`config.mk`:
```
export PLATFORM = sky130hd
export DESIGN_NAME = bit_stuffer_param
export DESIGN_NICKNAME = d
export VERILOG_FILES = /design/src/rtl/bit_stuffer_param.sv
export SDC_FILE = /design/constraint.sdc
export NUM_CORES = 1
export LEC_CHECK = 0
export ABC_AREA = 1
export ABC_CLOCK_PERIOD_IN_PS = 1410
export CAP_MARGIN = 20
export CORE_MARGIN = 5
export CORE_UTILIZATION = 44
export CTS_BUF_LIST = sky130_fd_sc_hd__clkbuf_4 sky130_fd_sc_hd__clkbuf_8 sky130_fd_sc_hd__clkbuf_16
export DETAILED_ROUTE_END_ITERATION = 10
export GPL_TIMING_DRIVEN = 0
export MAX_ROUTING_LAYER = met4
export PLACE_DENSITY = 0.74
export SLEW_MARGIN = 20
export SYNTH_ARGS = -nofsm -noshare
export SYNTH_HDL_FRONTEND = slang
export SYNTH_SLANG_ARGS = --single-unit
```
`constraint.sdc`:
```
create_clock -name clk -period 1.41 [get_ports clk]
set_clock_uncertainty 0.15 [all_clocks]
set_input_delay 0.3525 -clock clk [delete_from_list [all_inputs] [get_ports clk]]
set_output_delay 0.3525 -clock clk [all_outputs]
set_load 0.05 [all_outputs]
```
`src/rtl/bit_stuffer_param.sv`:
```
// ---------------------------------------------------------------------------
// bit_stuffer_param
//
// Flow-controlled bit stuffer for the USB transmit bit path. Sits between the
// serialiser and the NRZI encoder and inserts one ~TRIGGER_VAL bit after every
// run of RUN_LEN consecutive TRIGGER_VAL bits (USB default: a 0 after six 1s).
//
// Parameters:
//   RUN_LEN      run length that triggers a stuff bit (>= 2)
//   TRIGGER_VAL  bit value being counted; the stuffed bit is ~TRIGGER_VAL
//   CNT_W        width of stuff_count
//
// Ports:
//   clk          clock, rising edge
//   RST          synchronous active-high reset
//   in_bit       data bit from the upstream serialiser
//   in_valid     in_bit is valid
//   in_ready     block accepts in_bit this cycle
//   bypass       1 = pass bits through with no counting and no stuffing
//   clear        synchronous packet-boundary clear of run counter/stuff_count
//   out_bit      output bit to the NRZI encoder
//   out_valid    out_bit is valid
//   out_ready    downstream accepts out_bit
//   stuffed      current out_bit is an inserted stuff bit
//   stuff_count  stuff bits loaded since reset or clear (wraps)
// ---------------------------------------------------------------------------
module bit_stuffer_param #(
    parameter int   RUN_LEN     = 6,
    parameter logic TRIGGER_VAL = 1'b1,
    parameter int   CNT_W       = 16
) (
    input  logic             clk,
    input  logic             RST,
    input  logic             in_bit,
    input  logic             in_valid,
    output logic             in_ready,
    input  logic             bypass,
    input  logic             clear,
    output logic             out_bit,
    output logic             out_valid,
    input  logic             out_ready,
    output logic             stuffed,
    output logic [CNT_W-1:0] stuff_count
);

    localparam int               RUN_W   = $clog2(RUN_LEN + 1);
    localparam logic [RUN_W-1:0] RUN_MAX = RUN_W'(RUN_LEN);

    typedef enum logic {
        PASS  = 1'b0,
        STUFF = 1'b1
    } state_t;

    state_t           state;
    state_t           state_next;
    logic [RUN_W-1:0] run_cnt;
    logic [RUN_W-1:0] run_cnt_next;
    logic [RUN_W-1:0] run_base;
    logic [RUN_W-1:0] run_inc;
    logic             run_hit;
    logic             pending;
    logic             slot_free;
    logic             accept;
    logic             stuff_load;

    // The output slot can take a new bit when it is empty or being drained.
    // A pending stuff bit has priority over new input, which is why in_ready
    // drops for exactly the cycle in which the stuff bit loads.
    assign pending    = (state == STUFF);
    assign slot_free  = !out_valid || out_ready;
    assign in_ready   = !pending && slot_free;
    assign accept     = in_valid && in_ready;
    assign stuff_load = pending && slot_free;

    // Run counter and state update. A clear in the same cycle as an accept
    // means the accepted bit starts a fresh run, so the count is built from
    // zero rather than from the old run_cnt. Bypass pins the counter at zero
    // so normal operation always resumes with a clean run. An accept can only
    // occur in PASS, so run_hit never fires while a stuff bit is waiting.
    always_comb begin
        run_cnt_next = run_cnt;
        state_next   = state;
        run_base     = clear ? '0 : run_cnt;
        run_inc      = '0;
        run_hit      = 1'b0;

        if (clear) begin
            run_cnt_next = '0;
        end

        if (bypass) begin
            run_cnt_next = '0;
        end else if (accept) begin
            if (in_bit == TRIGGER_VAL) begin
                run_inc = run_base + RUN_W'(1);
            end
            run_hit      = (run_inc == RUN_MAX);
            run_cnt_next = run_hit ? '0 : run_inc;
        end

        case (state)
            PASS:    if (run_hit)    state_next = STUFF;
            STUFF:   if (stuff_load) state_next = PASS;
            default: state_next = PASS;
        endcase
    end

    // State and run counter registers. Reset discards any pending stuff bit.
    always_ff @(posedge clk) begin
        if (RST) begin
            state   <= PASS;
            run_cnt <= '0;
        end else begin
            state   <= state_next;
            run_cnt <= run_cnt_next;
        end
    end

    // Output register. Holds steady under backpressure; loads the stuff bit
    // first if one is pending, otherwise the accepted input bit, otherwise
    // empties once drained.
    always_ff @(posedge clk) begin
        if (RST) begin
            out_bit   <= 1'b0;
            out_valid <= 1'b0;
            stuffed   <= 1'b0;
        end else if (slot_free) begin
            if (pending) begin
                out_bit   <= ~TRIGGER_VAL;
                out_valid <= 1'b1;
                stuffed   <= 1'b1;
            end else if (accept) begin
                out_bit   <= in_bit;
                out_valid <= 1'b1;
                stuffed   <= 1'b0;
            end else begin
                out_valid <= 1'b0;
                stuffed   <= 1'b0;
            end
        end
    end

    // Stuff event counter. A clear wins over a stuff load in the same cycle,
    // so the stuff bit still goes out but is not counted.
    always_ff @(posedge clk) begin
        if (RST || clear) begin
            stuff_count <= '0;
        end else if (stuff_load) begin
            stuff_count <= stuff_count + CNT_W'(1);
        end
    end

endmodule

```
After elaboration in Yosys (flattened, before gate mapping)
Index checks and enable logic that the tools add are counted.

storage, ports and cells
  memory bits (read-only) = 0
  register bits = 23
  memories = 0
  bits in writable memories = 0
  latch bits = 0

operators by class
  divide/modulo/power cells = 0
  shift operators = 0
  multiply operators = 0
  add/sub/neg operators = 2
  equal/unequal tests = 1
  reductions and logical operators = 10
  order comparisons = 0
  bitwise gates (word level) = 1
  multiplexer cells = 16

operator list
  operator                                        number
  2-to-1 mux 3 bit                                6
  adder 16 x 1 -> 16 bit (second input constant)  1
  2-to-1 mux 1 bit                                9
  adder 3 x 1 -> 3 bit (second input constant)    1
  equality test 3 bit (second input constant)     1
  logical AND 1 bit                               3
  logical NOT 1 bit                               2
  logical OR 1 bit                                2
  case mux 1 bit (2 select lines)                 1
  AND reduction 2 bit                             1
  nonzero test 2 bit                              1
  OR reduction 2 bit                              1
  inverter 1 bit                                  1

Longest topological paths before layout
Gate-level depths: netlist (run 1).

  depth in word-level cells = 11
  mapped depth = 10
  mapped depth without buffers = 10

Worst setup path after synthesis (run 1)
No wires, ideal clock.

  path type = flip-flop to flip-flop
  from = register stuff_count[0]
  to = register stuff_count[14]
  cell stages (with the launch flop) = 7
  data arrival time = 1438 ps
  clock period less this slack = 1701 ps
  library setup time = 113 ps
  buffers on the path = 0
  setup slack = -291 ps
  required time = 1147 ps
  cell sequence = dfxtp_1 > ha_1 > nand3_2 > nor2_4 > nand3_2 > nor2_1 > nor2_1

between the ends
  cells in the longest elaborated chain, start to end = 1

RTL lines
  item                    line  text
  start, declared         43    output logic [CNT_W-1:0] stuff_count
  start signal, assigned  149   stuff_count <= stuff_count + CNT_W'(1);
  adder 16 x 1 -> 16 bit  149

No other way between the ends.
A chain may end at the register's enable or synchronous reset.

Worst setup path after layout (run 1)
  from = register state (netlist: pending)
  to = output port in_ready

between the ends
  cells in the longest elaborated chain, start to end = 2

RTL lines
  item                    line  text
  start, declared         54    state_t state;
  start signal, assigned  114   state <= state_next;
  logical NOT 1 bit       71    assign in_ready = !pending && slot_free;
  logical AND 1 bit       71
  end, declared           36    output logic in_ready,

No other way between the ends.

==> results of run 1 <==
area by class of cell:
cell class	instances	area share (%)
clock buffers	4	1.67
plain buffers	1	0.768
flip-flops and latches	23	28.4
multi-input cells	116	39.1
inverters	25	5.86
repair buffers	40	22.1
well taps	30	2.09
routing by layer:
layer | global-route usage (%) | up-vias | wire length [um]
li1 | - | 615 | -
met1 | 19.6 | 551 | 1170
met2 | 32.7 | 27 | 1540
met3 | 4.34 | 2 | 140
met4 | 3.64 | 0 | 19
met5 | - | - | 0
through the flow:
step,instances,cell area [um^2],util (%)
floorplan,165,1210,-
global placement,221,1510,59.7
detailed placement,221,1510,59.7
CTS,230,1590,62.9
global route,239,1790,71.1
finish,239,1790,71.1
timing repair:
action	4_1_cts	5_1_grt
setup endpoints to repair	36	33
pin swaps	4	12
setup buffers	5	9
hold buffers	0	0
resized for setup	147	41
Yosys cell counts (all sizes together):
cell	instances
clkbuf	1
xor2	1
and3	2
nand2	35
o21ai	13
nand3b	1
xnor2	1
inv	25
nand3	11
nand4	5
nor2	32
ha	2
dfxtp	23
a21oi	13
kinds of logic after synthesis:
logic type,count (synthesis)
compound gates,26
xor+xnor,2
fa+ha+maj,2
buf+inv,26
flops,23
simple gates,86
critical path: cells and delay by family, from the launching register on:
kind / cells / cell delay (ns)
DFF: 1 / 0.39
and+or+nand+nor: 1 / 0.07
buffers and inverters: 3 / 0.28
worst min-delay path by stage:
stage	startpoint	end	slack (ns)
after global placement	stuff_count[0]	stuff_count[0]	0.30
final	clear	run_cnt[2]	0.29
after detailed placement	stuff_count[0]	stuff_count[0]	0.30
after CTS	clear	stuff_count[2]	0.31
after floorplan	RST	out_bit	0.27
after global routing	clear	run_cnt[2]	0.31
registers in the layout, summed over array words and instances (netlist names):
| register | flops |
|---|---|
| out_valid | 1 |
| pending | 1 |
| run_cnt | 3 |
| stuffed | 1 |
| out_bit | 1 |
| stuff_count | 16 |
report_power, final:
part	total (uW)	leakage, uW	internal [uW]	switching, uW
Clock	327	0.0000184	130	197
Sequential	641	0.000198	636	4.62
Combinational	126	0.000508	52.0	74.3
==> summary by stage, run 1 <==
Logic synthesis
The portion of synthesized area spent on multiplexers is 0%. Dividing the synthesized area by the synthesized cell count gives just over 7 um^2. The synthesized design devotes to its leading area cell type a little under 40% of total area.

The post-synthesis compound-gate area fraction is 11.0%. The number of synthesized register bits is 23. Of the total synthesized cell area, the portion taken by AND, OR, NAND and NOR gates is between 30 and 40%. The dominant cell type by area after synthesis is sky130_fd_sc_hd__dfxtp_1. The warning count from the yosys run is 0. The post-synthesis net count is ~170. The unique cell type count in the Yosys netlist is 22.

After synthesis, the largest family of logic cells by area is simple AND/OR/NAND/NOR gates. Sorting the synthesized cells by area gives the leading types as sky130_fd_sc_hd__dfxtp_1 (39%), sky130_fd_sc_hd__nand2_1 (10%), sky130_fd_sc_hd__nor2_1 (8.3%), sky130_fd_sc_hd__inv_1 (7.6%), sky130_fd_sc_hd__a21oi_1 (5.5%). Synthesis produced 165 cells. Of the synthesized area, sequential elements account for around 39%. The cell area that synthesis handed to floorplanning was 0.00118 mm^2. The adder-cell area share of the yosys netlist is 2.12%. The synthesized netlist devotes 1.49% of its cell area to XOR and XNOR gates.

Detailed routing
The total wirelength of the detailed-routed design is about 2900 um. The first-iteration detailed-routing DRC count is 42. The routed layout has approximately 1200 vias.

In this run the remaining antenna-violating nets after routing total 0. The routed wire length per instance is ~12 um. For this run, design rule violations remaining after detail routing come to 0. The detailed-router iteration count before antenna repair is 4. The per-cell via count in the routed design is 5.00.

Die
In this run the core area contains 18 standard-cell rows. The initial standard-cell utilization of the core is between 40% and 50%. The floorplan core area is ~0.0025 mm^2.

Measured along the x axis, the die boundary spans about 62 um. The die is roughly 62 um tall. The overall die area is about 0.0038 mm^2. Pin placement for this block handled 27 I/O pins.

Finish
Leaving out fill and tap cells, the most frequent cells in the layout are sky130_fd_sc_hd__nand2_1 (28), sky130_fd_sc_hd__nor2_1 (23), sky130_fd_sc_hd__inv_1 (18). The number of inserted diodes is 0. Fill cells in the final layout number just over 200. The area growth from synthesis to final layout is 52.1%. After the last flow step, the layout net total stands at roughly 220. Cells with a size suffix above 1 make up between 40% and 50% of the layout. The storage element area is ~500 um^2. The commonest non-fill, non-tap cell in the layout is sky130_fd_sc_hd__nand2_1. The multi-input combinational cells in the finished layout cover a total of between 700 and 800 um^2.

Critical path
The worst setup path is captured at an output port. The worst flop-to-flop path endpoint is stuff_count[7]. The reg-to-reg startpoint is out_valid. The worst setup path is launched from a flip-flop. The signal on the critical path passes through inv_4 -> nand2_4 -> clkinvlp_4 -> buf_8. The slowest stage of the critical path is the sky130_fd_sc_hd__dfxtp_4 cell. The arrival time at the worst endpoint is around 1.1 ns. Of all nets on the critical path, the largest fanout is 2. The most critical setup path has its endpoint at in_ready. The critical path startpoint is pending. The worst reg2reg path depth is 7. The critical path required time is roughly 0.9 ns. The worst setup path is of the flip-flop to output port kind. The biggest cell delay along the critical path is between 0.3 and 0.4 ns.

In this run the register-to-register setup slack is -0.05 ns.

Run status
The checks that failed: setup timing. The flow ran to the end, but the final reports show violations.

STA
Setup violations remaining at the end of the flow were counted as 6. The worst slew margin relative to its limit is 83.6%. The final number of max-transition violations came to 0. The slew at the pin with the worst max-slew slack is 0.248 ns.

The final count of hold timing violations is 0. After routing, the total negative slack on setup checks comes to -0.328 ns. The worst hold slack after final layout is between 0.2 and 0.3 ns. Setup repair after global routing could not meet its margin everywhere. The share of the clock period used by the worst path after layout is 111%. Static timing analysis puts the maximum clock frequency at about 640 MHz.

Setup slack on the critical path of the routed design comes to -0.151 ns. The minimum period implied by the final worst setup slack is 1.56 ns.

GRT
Entering global routing, the biggest net connects 13 pins. The number of antenna violations at the first check in global routing is 0. The first-pass GRT wire length is roughly 5000 um. Global routing finished with a remaining overflow of 0.

The global router's overall resource usage is ~18%. The number of global-route vias before repair is around 1200.

Clock network
Clock-pin slew was measured on the worst setup and hold paths at between 0.1 and 0.15 ns. The clock passes through at most 2 buffers. The number of buffers added by the clock tree synthesis step is 3.

TritonCTS built the clock tree. The buffer cell driving the clock tree root is sky130_fd_sc_hd__clkbuf_4. At the later pin of the worst-skew pair, clock insertion delay measures approximately 0.31 ns. The number of clock sinks is 23.

In this run the number of H-tree levels came out at 1.

Pwr
The peak ir drop on the vdd network is approximately 0.74 mV. Power comes to 1090 uW. In this run the static leakage power is between 0.0007 and 0.0008 uW. For this design the ratio of total power to cell area is approximately 610 mW/mm^2.

Run
Across the run, the number of max-cap violations was 0.

Hold path
The hold-critical path depth is 4. The path type of the worst min-delay path is input pin to flip-flop.

Placement
At the end of routability-driven placement, the weighted congestion stood at around 0.83. OpenSTA, run right after detailed placement, puts the worst setup slack at -1.02 ns. The post-DP HPWL is 1930 um. The count of port buffers added during placement is 26.
(Power assumes the default switching activity.)
==> run 2: changes to the inputs <==
HOLD_SLACK_MARGIN = 0.08   (was default)
RECOVER_POWER = 100   (was default)
==> results of run 2 <==
The final DEF is identical to that of run 1; final timing and power are the same.
==> run 3: changes to the inputs <==
HOLD_SLACK_MARGIN = 0.06   (was 0.08)
==> results of run 3 <==
The final DEF is identical to that of run 1; final timing and power are the same.
